[src/rtl/pipeline_buf.sv]
// pipeline_buf: circular-buffer pipeline stage with valid/allow handshaking.
// Data pushed into an empty buffer is visible on out one cycle later; there is
// no combinational path from in to out. allow_in is either purely registered
// (READY_REG=1) or may also follow allow_out (READY_REG=0).
module pipeline_buf #(
  parameter int WIDTH     = 32,
  parameter int DEPTH     = 2,
  parameter int READY_REG = 1
) (
  input  logic                         clk,
  input  logic                         reset,
  input  logic                         flush,
  input  logic                         valid_in,
  output logic                         allow_in,
  input  logic [WIDTH-1:0]             in,
  output logic                         valid_out,
  input  logic                         allow_out,
  output logic [WIDTH-1:0]             out,
  output logic [$clog2(DEPTH+1)-1:0]   count
);

  localparam int CW = $clog2(DEPTH + 1);
  localparam int PW = (DEPTH > 1) ? $clog2(DEPTH) : 1;
  localparam logic [CW-1:0] FULL = CW'(DEPTH);
  localparam logic [PW-1:0] LAST = PW'(DEPTH - 1);

  logic [WIDTH-1:0] mem_q [DEPTH];
  logic [PW-1:0]    wr_ptr_q, wr_ptr_d;
  logic [PW-1:0]    rd_ptr_q, rd_ptr_d;
  logic [CW-1:0]    count_q, count_d;
  logic             not_full;
  logic             push;
  logic             pop;

  // Pointers wrap explicitly so DEPTH need not be a power of two.
  function automatic logic [PW-1:0] next_ptr(input logic [PW-1:0] p);
    return (p == LAST) ? '0 : p + 1'b1;
  endfunction

  assign not_full = (count_q != FULL);

  if (READY_REG != 0) begin : g_ready_reg
    assign allow_in = not_full;
  end else begin : g_ready_comb
    // A full buffer can still accept when the head leaves this same cycle.
    assign allow_in = not_full | allow_out;
  end

  assign valid_out = (count_q != '0);
  assign push      = valid_in & allow_in & ~flush;
  assign pop       = valid_out & allow_out & ~flush;
  assign out       = valid_out ? mem_q[rd_ptr_q] : '0;
  assign count     = count_q;

  // Next-state for pointers and occupancy from the push/pop decisions.
  always_comb begin
    wr_ptr_d = wr_ptr_q;
    rd_ptr_d = rd_ptr_q;
    count_d  = count_q;
    if (push) wr_ptr_d = next_ptr(wr_ptr_q);
    if (pop)  rd_ptr_d = next_ptr(rd_ptr_q);
    case ({push, pop})
      2'b10:   count_d = count_q + 1'b1;
      2'b01:   count_d = count_q - 1'b1;
      default: count_d = count_q;
    endcase
  end

  // Control state: reset dominates, flush empties the buffer, else advance.
  always_ff @(posedge clk) begin
    if (reset || flush) begin
      wr_ptr_q <= '0;
      rd_ptr_q <= '0;
      count_q  <= '0;
    end else begin
      wr_ptr_q <= wr_ptr_d;
      rd_ptr_q <= rd_ptr_d;
      count_q  <= count_d;
    end
  end

  // Payload storage; unreset because out is gated by valid_out.
  always_ff @(posedge clk) begin
    if (push) mem_q[wr_ptr_q] <= in;
  end

endmodule

[config.mk]
export PLATFORM = sky130hd
export DESIGN_NAME = pipeline_buf
export DESIGN_NICKNAME = d
export VERILOG_FILES = /design/src/rtl/pipeline_buf.sv
export SDC_FILE = /design/constraint.sdc
export NUM_CORES = 1
export LEC_CHECK = 0
export CAP_MARGIN = 20
export CORE_MARGIN = 2
export CORE_UTILIZATION = 47
export CTS_CLUSTER_SIZE = 12
export DETAILED_ROUTE_END_ITERATION = 16
export PLACE_DENSITY_LB_ADDON = 0.2
export SLEW_MARGIN = 20
export SYNTH_ARGS = -nofsm -noshare
export SYNTH_HDL_FRONTEND = slang
export SYNTH_SLANG_ARGS = --single-unit
[constraint.sdc]
create_clock -name clk -period 3.1 [get_ports clk]
set_input_delay 0.62 -clock clk [delete_from_list [all_inputs] [get_ports clk]]
set_output_delay 0.62 -clock clk [all_outputs]
set_load 0.005 [all_outputs]
== Word-level counts from Yosys, hierarchy flattened ==
Memories as Yosys holds them, arrays and structs flattened. A register that Yosys moved wholly into a read port is not among the register bits.
Cells that the tools add are included.

* $add $sub $neg: 4
* Equality and inequality tests: 3
* Muxes and demuxes: 8
* Bitwise operators: 5
* Reduce and logical (&&, ||, !) cells: 3

{| class="wikitable"
|+ Operator list
! operator !! count
|-
| $mux W32 || 1
|-
| $mux W1 || 6
|-
| $and A1 B1 Y1 || 4
|-
| $pmux W2 S2 || 1
|-
| $reduce_bool A2 Y1 || 2
|-
| $add A1 B1 Y1 const B || 2
|-
| $add A2 B1 Y2 const B || 1
|-
| $eq A2 B1 Y1 const B || 1
|-
| $eq A2 B2 Y1 const B || 1
|-
| $ne A2 B2 Y1 const B || 1
|-
| $sub A2 B1 Y2 const B || 1
|-
| $logic_or A1 B1 Y1 || 1
|-
| $not A1 Y1 || 1
|}

* Flip-flop bits (word level): 4
* Memory bits (writable): 64
* Input bits: 37
* Output and inout bits: 36
* Word-level logic and storage cells: 27
* Memories kept: 1

{| class="wikitable"
|+ Memory list
! name !! depth !! bits a word !! rd ports !! clocked after memory_dff !! wr ports !! line !! text
|-
| mem_q || 2 || 32 || 1 || 1 || 1 || 27 || <nowiki>logic [WIDTH-1:0] mem_q [DEPTH];</nowiki>
|}

== Longest topological paths before layout ==
Gate-level depths: netlist of the first run.

* Word-level depth: 5
* Gate-level depth with buffers: 6
* Mapped depth without buffers: 6

== Worst setup path before layout of the first run ==
No wires, ideal clock.

* Path kind: input to register
* Start: input flush
* End: memory mem_q[0][0], enable pin
* Setup time: 0.421 ns
* Data arrival time: 2.176 ns
* Data required time: 2.679 ns
* Setup slack: 0.503 ns
* Stages: 2
* Path buffers: 0
* Cell sequence: nand3b_1 nor2_1

* Word-level cells in the longest chain between the ends: 4

{| class="wikitable"
|+ RTL lines
! element !! line !! text
|-
| start, declared || 12 || <nowiki>input logic flush,</nowiki>
|-
| $not A1 Y1 || 50 || <nowiki>assign push = valid_in & allow_in & ~flush;</nowiki>
|-
| $and A1 B1 Y1 || 50 ||
|-
| $mux W1 || 84 || <nowiki>if (push) mem_q[wr_ptr_q] <= in;</nowiki>
|-
| $mux W1 (not written as such) || 84 ||
|-
| end, declared || 27 ||
|}

No other way between the ends.

==> metrics.txt, run 1 <==
Gate Count Post-Synth=163; synthesized area=2640 µm²; Sink Count=69; initial DRC count=45; Tot GR Track Use=15.5%; Req. time, crit path=2480 ps; status=finished, final reports clean; hpwl dp=3000 µm; DRC=0; Clock Latency Late Sink=330 ps; Die W=78.9 µm; number of antenna diodes=0; register area share after synthesis=76.7%; worst slack, placed=713 ps; syn avg cell area=16.2 µm²; CTS Hold Bufs=0; Placer Congestion=0.713; CP Capture Type=output pin; final instance area=3690 µm²; TritonCTS Buffers=9; largest net degree at the start of global routing=34; clock transition at the registers of the reported paths=60 ps; Worst Path Max Fanout=18; Final nets=281; worst min-delay path category=reg -> reg; Setup CP Type=reg -> out; synth top area cells=edfxtp_1 73%, mux2i_1 12%, nor2_1 5.6%; CTS max path bufs=2; fmax=380 MHz; Final WS setup=472 ps; final slew viol count=0; IO Count=73; Synth warnings=0; area share of the largest cell type after synthesis=72.9%; vias in the first global route=1593; Leakage=1.19 nW; die height=78.9 µm; Worst-Margin Slew=567 ps; die area=6220 µm²; Synth area leader=edfxtp_1; crit share post-route=84.8%; sum of negative setup slack=0 ps; row count=27; Data arrival, critical path=2010 ps; ys async rst share=0%; RSZ-0062 raised after global routing=false; hold_sp=rd_ptr_q; count leader, synth=edfxtp_1; Hold Fails Final Rpt=0; setup repair bufs after CTS=0; vias post-DR=1541; final setup violation count=0; Inst Count DP=304; flops & latches, synth=69; vias per inst=4.83; number of port buffers=72; initial antenna violation count=0; iteration count of the initial detailed-routing pass=4; total detailed-routing wirelength=4440 µm; worst flop-to-flop path startpoint=count[0]; core area=5470 µm²; GRT overflow=0; number of synthesized flops with an enable pin=64; post-synth cell types=18; Worst slew margin=62.2%; post_cts resized=0; synth cell count leaders=64 x edfxtp_1, 39 x nor2_1, 32 x mux2i_1, 5 x dfxtp_1, 4 x buf_2; Power Dens Cells=524 nW/µm²; H-tree level count=3; Post-Place Cell Area=3490 µm²; TritonCTS clock tree=done; max-cap viol count=0; Post-Layout Cell Count=319; Area Growth Syn to Fin=40.1%; Worst Clk Skew=5.82 ps; Routed Antenna Nets=0; post-DR wirelength/cell=13.9 µm; worst vdd ir=0.340 mV; layout cells sized above 1=9.31%; Main synth FF type=edfxtp_1; Startpoint Class=flop; CTS Root Cell=clkbuf_8; min Tclk post-route=2630 ps; Initial Util=48.2%; Post-Synthesis Net Count=201; first-pass GRT wire length=7160 µm
-- routing by layer --
metal,track usage (%),vias up,part of all wire [%]
met5,0,-,0
met4,5.69,0,0.92
met3,6.02,5,6.5
met2,26.6,58,51
met1,17.7,728,42
li1,-,750,-
-- cell usage in the layout, fill, tap and decap left out, drive strengths merged --
cell and n:
or2 1, nand3 1, or3 1, inv 2, a21oi 2, clkdlybuf4s50 72
dfxtp 5, edfxtp 64, ha 1, xnor2 1, clkinv 4, buf 4
nand2b 1, nand3b 1, mux2i 32, clkbuf 9, o21ai 2, xor2 2
bufinv 2, nor2 39, a21o 1
-- worst max-delay path: stages, from the launching register on --
cell             delay, ps
dfxtp_2                690
buf_12                 240
mux2i_1                230
nor2_1                  60
clkdlybuf4s50_1        450
-- flip-flops by register name (all words and copies together) (netlist names), named ones only --
signal / cells
rd_ptr_q: 1
count: 2
mem_q: 64
wr_ptr_q: 1
-- through the flow --
stage | utilization (%) | total power [W] | hold WS, ps
after global placement | 63.8 | 0.00121 | 488
after floorplan | - | 0.00112 | 472
after detailed placement | 63.8 | 0.00121 | 494
after global routing | 67.5 | 0.00201 | 553
after CTS | 67.5 | 0.00195 | 512
final | 67.5 | 0.00194 | 505
-- worst paths after layout --
| check | end | slack, ps | cells after the start |
|---|---|---|---|
| max reg2reg | mem_q[0][10] | 1190 | 4 |
| min reg2reg | flop | 500 | 2 |
| max | out[23] | 470 | 4 |
| min | flop | 500 | 2 |
-- cell type report --
class	instances	area, µm²
clock buffer	9	124
clock inverter	6	78.8
fill	426	1780
inverter	2	7.51
multi-input combinational	85	582
sequential	69	2020
tap	72	90.1
timing repair buffer	76	788
-- cells by family (layout without fill, tap and decap cells) --
group	count (synthesis)	after routing	share of synthesized area (%)
simple gates	44	44	6.74
mux	32	32	12.2
buf+inv	9	93	1.90
flops	69	69	76.7
xor+xnor	3	3	0.997
compound gates	5	5	1.04
fa+ha+maj	1	1	0.475
-- power breakdown --
group	internal, W	switching (W)	total (W)	leakage [nW]
combinational	0.0000831	0.0000539	0.000137	0.456
sequential	0.00105	0.00000864	0.00105	0.629
clock	0.000441	0.000303	0.000745	0.106
total	0.00157	0.000366	0.00194	1.19
No activity file was read; power rests on OpenSTA's default activity.
==> run 2, diff against run 1 <==
Clock period 3.1 ns to 2.7 ns, I/O delays scaled along.
==> metrics.txt, run 2 (synthesis results as in run 1) <==
status=finished, final reports clean; CP Capture Type=output pin; Routed Antenna Nets=0 (unchanged); Post-Layout Cell Count=322 (+0.94%); max incr delay on CP=530 ps (-160 ps); Initial Util=48.2% (unchanged); iteration count of the initial detailed-routing pass=4 (unchanged); Die W=78.9 µm (unchanged); Worst Path Max Fanout=10 (-8); Sink Count=69 (unchanged); worst min-delay path category=reg -> reg; Largest register FFs=64 (unchanged); Placer Congestion=0.737 (+3.4%); hpwl dp=2940 µm (-2.1%); CTS Hold Bufs=0 (unchanged); crit share post-route=89.2%; number of port buffers=72 (unchanged); Hold Fails Final Rpt=0 (unchanged); H-tree level count=3 (unchanged); post-DR wirelength/cell=14.2 µm (+2.0%); max-cap viol count=0 (unchanged); min Tclk post-route=2410 ps; post_cts resized=0 (unchanged); final slew viol count=0 (unchanged); GRT overflow=0 (unchanged); vias per inst=4.80 (-0.74%); fmax=415 MHz; Inst Count DP=306 (+0.66%); die area=6220 µm² (unchanged); most common cell after layout, fill and taps aside=clkdlybuf4s50_1; vias post-DR=1544 (+0.19%); Tot GR Track Use=15.4% (-0.080 points); largest net degree at the start of global routing=34 (unchanged); TritonCTS clock tree=done; Leakage=1.19 nW (-0.41%); clock transition at the registers of the reported paths=70 ps (about the same); IO Count=73 (unchanged); Util after Layout=67.2% (-0.27 points); setup repair bufs after CTS=0 (unchanged); Req. time, crit path=2160 ps (-320 ps); Slowest cell on crit path=dfxtp_2; vias in the first global route=1515 (-4.9%); sum of negative setup slack=0 ps (unchanged); core area=5470 µm² (unchanged); crit path cell chain=buf_4 -> mux2i_1 -> nor2_1 -> clkdlybuf4s50_1; number of antenna diodes=0 (unchanged); worst vdd ir=0.374 mV (+9.9%); die height=78.9 µm (unchanged); DRC=0 (unchanged); Setup CP Type=reg -> out; Area Growth Syn to Fin=39.5%; layout cells sized above 1=9.60% (+0.29 points); Final nets=283 (+0.71%); Power Dens Cells=569 nW/µm² (+8.5%); initial DRC count=43 (-4.4%); Clock Latency Late Sink=330 ps (about the same); CTS Root Cell=clkbuf_8; row count=27 (unchanged); Worst Clk Skew=6.12 ps (+0.295 ps); fillers=386 (-9.4%); Startpoint Class=flop; CTS max path bufs=2 (unchanged); Worst slew margin=75.4% (+13 points); final setup violation count=0 (unchanged); RSZ-0062 raised after global routing=false; first-pass GRT wire length=7010 µm (-2.1%); Reg with most FFs=mem_q; total detailed-routing wirelength=4570 µm (+3.0%); worst flop-to-flop path startpoint=count[0]; commonest cells after routing, fill and taps aside=72 x clkdlybuf4s50_1, 64 x edfxtp_1, 36 x nor2_1, 32 x mux2i_1, 11 x clkbuf_8; initial antenna violation count=0 (unchanged); Data arrival, critical path=1870 ps (-140 ps); Worst-Margin Slew=370 ps (-197 ps); TritonCTS Buffers=9 (unchanged); hold_sp=rd_ptr_q
## run 2: layout make-up
type | instances | area, µm² | share of cell area, %
multi-input cells | 85 | 582 | 15.8
clock buffers | 14 | 163 | 4.42
flip-flops and latches | 69 | 2020 | 55.0
inverters | 2 | 7.51 | 0.204
well taps | 72 | 90.1 | 2.45
clock inverters | 2 | 10.0 | 0.272
repair buffers | 78 | 803 | 21.8
## run 2: final timing paths
kind,endpoint,slack (ps),cells past startpoint
setup / recovery,out[5],290,4
hold / removal,rd_ptr_q,510,2
setup reg to reg,count[1],850,5
hold reg to reg,rd_ptr_q,510,2
## run 2: metal layers
layer	up-vias	track usage (%)	routed length (µm)
li1	759	-	-
met1	729	18.6	1970
met4	0	8.79	90
met2	47	25.3	2300
met5	-	0	0
met3	9	3.98	207
## run 2: critical path, delay by kind of cell, from the launching register on
| kind | cells | cell delay [ps] |
|---|---|---|
| buf+inv | 2 | 720 |
| flops | 1 | 530 |
| mux | 1 | 210 |
| simple gates | 1 | 80 |
## run 2: where the power goes
part           total [W]  leakage (nW)  internal, W  switching (W)
sequential       0.00121         0.629      0.00120     0.00000915
combinational   0.000159         0.467    0.0000959      0.0000630
clock           0.000723        0.0905     0.000382       0.000341
total            0.00209          1.19      0.00168       0.000413
## run 2: through the flow
stage                     power [W]  worst slack (ps)  hold WS [ps]  cell area [µm²]
final                       0.00209               292           506             3680
after global routing        0.00217               218           545             3680
after CTS                   0.00211               268           517             3680
after global placement      0.00139               513           490             3510
after detailed placement    0.00139               472           500             3510
after floorplan             0.00128               168           472             2640
==> run 3, diff against run 2 <==
Settings changed: RECOVER_POWER from default to 50.
==> metrics.txt, run 3 (synthesis results as in run 1) <==
post_cts resized=0 (unchanged); TritonCTS clock tree=done; Initial Util=48.2% (unchanged); initial DRC count=45 (+4.7%); r2r setup slk=640 ps (-210 ps); Inst Count DP=306 (unchanged); RSZ-0062 raised after global routing=false; Reg2Reg Depth=4 (-1); Die W=78.9 µm (unchanged); Data arrival, critical path=1850 ps (-20 ps); Worst-Margin Slew=842 ps (+472 ps); die height=78.9 µm (unchanged); TritonCTS Buffers=9 (unchanged); fillers=388 (+0.52%); Crit path buffers/inverters=2 (unchanged); CTS max path bufs=2 (unchanged); worst flop-to-flop path startpoint=count[0]; sum of negative setup slack=0 ps (unchanged); Post-Place Cell Area=3510 µm² (unchanged); status=finished, final reports clean; total detailed-routing wirelength=4570 µm (-0.13%); worst vdd ir=0.373 mV (-0.31%); Reg with most FFs=mem_q; crit share post-route=88.4% (-0.77 points); GRT overflow=0 (unchanged); hold_sp=rd_ptr_q; Power Dens Cells=567 nW/µm² (-0.21%); crit path cell chain=buf_4 -> mux2i_1 -> nor2_1 -> clkdlybuf4s50_1; Leakage=1.19 nW (+0.46%); first-pass GRT wire length=7010 µm (unchanged); iteration count of the initial detailed-routing pass=4 (unchanged); vias per inst=4.76 (-0.65%); Clock Latency Late Sink=330 ps (about the same); RR Endpoint=mem_q[1][3]; min Tclk post-route=2390 ps (-20.8 ps); Largest register FFs=64 (unchanged); Worst Clk Skew=5.54 ps (-0.581 ps); H-tree level count=3 (unchanged); CP Capture Type=output pin; Sink Count=69 (unchanged); number of port buffers=72 (unchanged); layout cells sized above 1=9.60% (unchanged); Post-Layout Cell Count=322 (unchanged); row count=27 (unchanged); worst slack, placed=472 ps (unchanged); IO Count=73 (unchanged); Final nets=283 (unchanged); Req. time, crit path=2160 ps (about the same); Area Growth Syn to Fin=39.0%; vias in the first global route=1515 (unchanged); initial antenna violation count=0 (unchanged); Routed Antenna Nets=0 (unchanged); vias post-DR=1534 (-0.65%); CTS Root Cell=clkbuf_8; Worst path top cell family by delay=buffers and inverters; post-DR wirelength/cell=14.2 µm (-0.13%); final slew viol count=0 (unchanged); clock transition at the registers of the reported paths=60 ps (about the same); final setup violation count=0 (unchanged); hpwl dp=2940 µm (unchanged); hold path cells=2 (unchanged); WHS Endpoint=rd_ptr_q; largest net degree at the start of global routing=34 (unchanged); max incr delay on CP=520 ps (about the same); die area=6220 µm² (unchanged); final instance area=3660 µm² (-0.41%); Setup CP Type=reg -> out; worst min-delay path category=reg -> reg; max-cap viol count=0 (unchanged); commonest cells after routing, fill and taps aside=64 x edfxtp_1, 38 x clkdlybuf4s50_1, 36 x nor2_1, 34 x dlygate4sd3_1, 32 x mux2i_1; Worst Path Max Fanout=10 (unchanged); CTS Hold Bufs=0 (unchanged); Final WS setup=313 ps (+20.8 ps); core area=5470 µm² (unchanged); fmax=419 MHz (+0.87%); most common cell after layout, fill and taps aside=edfxtp_1; setup repair bufs after CTS=0 (unchanged); Hold Fails Final Rpt=0 (unchanged); DRC=0 (unchanged); Placer Congestion=0.737 (unchanged); Startpoint Class=flop; Slowest cell on crit path=dfxtp_2; number of antenna diodes=0 (unchanged); Worst slew margin=43.9% (-31 points); Tot GR Track Use=15.4% (unchanged)
[run 3: changes by cell type in the layout (fill, tap and decap cells not counted)]
cell	change
clkdlybuf4s50_1	-34
clkbuf_2	+1
buf_12	-1
dlygate4sd3_1	+34
[run 3: tightest hold or removal path, stage by stage (launching register included)]
cell and delay, ps:
dfxtp_1 330, xor2_1 80, nor2_1 70
[run 3: worst max-delay path by stage]
stage,end,slack [ps],cells past startpoint
after floorplan,mem_q[0][0],170,3
after CTS,out[5],270,4
after detailed placement,count[1],470,5
final,out[5],310,4
after global placement,count[1],510,5
after global routing,out[5],220,4
[run 3: power breakdown]
group	leakage, nW	internal (W)	total, W	switching, W
clock network	0.0905	0.000382	0.000720	0.000339
logic	0.473	0.0000850	0.000148	0.0000628
registers	0.629	0.00120	0.00121	0.00000911
total	1.19	0.00167	0.00208	0.000411
[run 3: cell type report]
cell class                 instances  area (µm²)  share of cell area (%)
sequential                        69        2020                    55.2
inverter                           2        7.51                   0.205
tap                               72        90.1                    2.46
timing repair buffer              78         788                    21.5
clock inverter                     2        10.0                   0.273
clock buffer                      14         163                    4.44
multi-input combinational         85         582                    15.9
[run 3: stage by stage]
stage	utilization (%)	total power [W]	hold slack, ps
6_report	66.9	0.00208	507
3_3_place_gp	64.1	0.00139	490
3_5_place_dp	64.1	0.00139	500
4_1_cts	67.2	0.00211	517
2_1_floorplan	-	0.00128	472
5_1_grt	66.9	0.00216	545
[run 3: metal layers]
metal / vias to the layer above / track usage [%] / part of all wire, %
li1: 755 / - / -
met1: 722 / 18.6 / 43
met2: 49 / 25.3 / 50
met3: 8 / 3.98 / 4.2
met4: 0 / 8.79 / 1.9
met5: - / 0 / 0
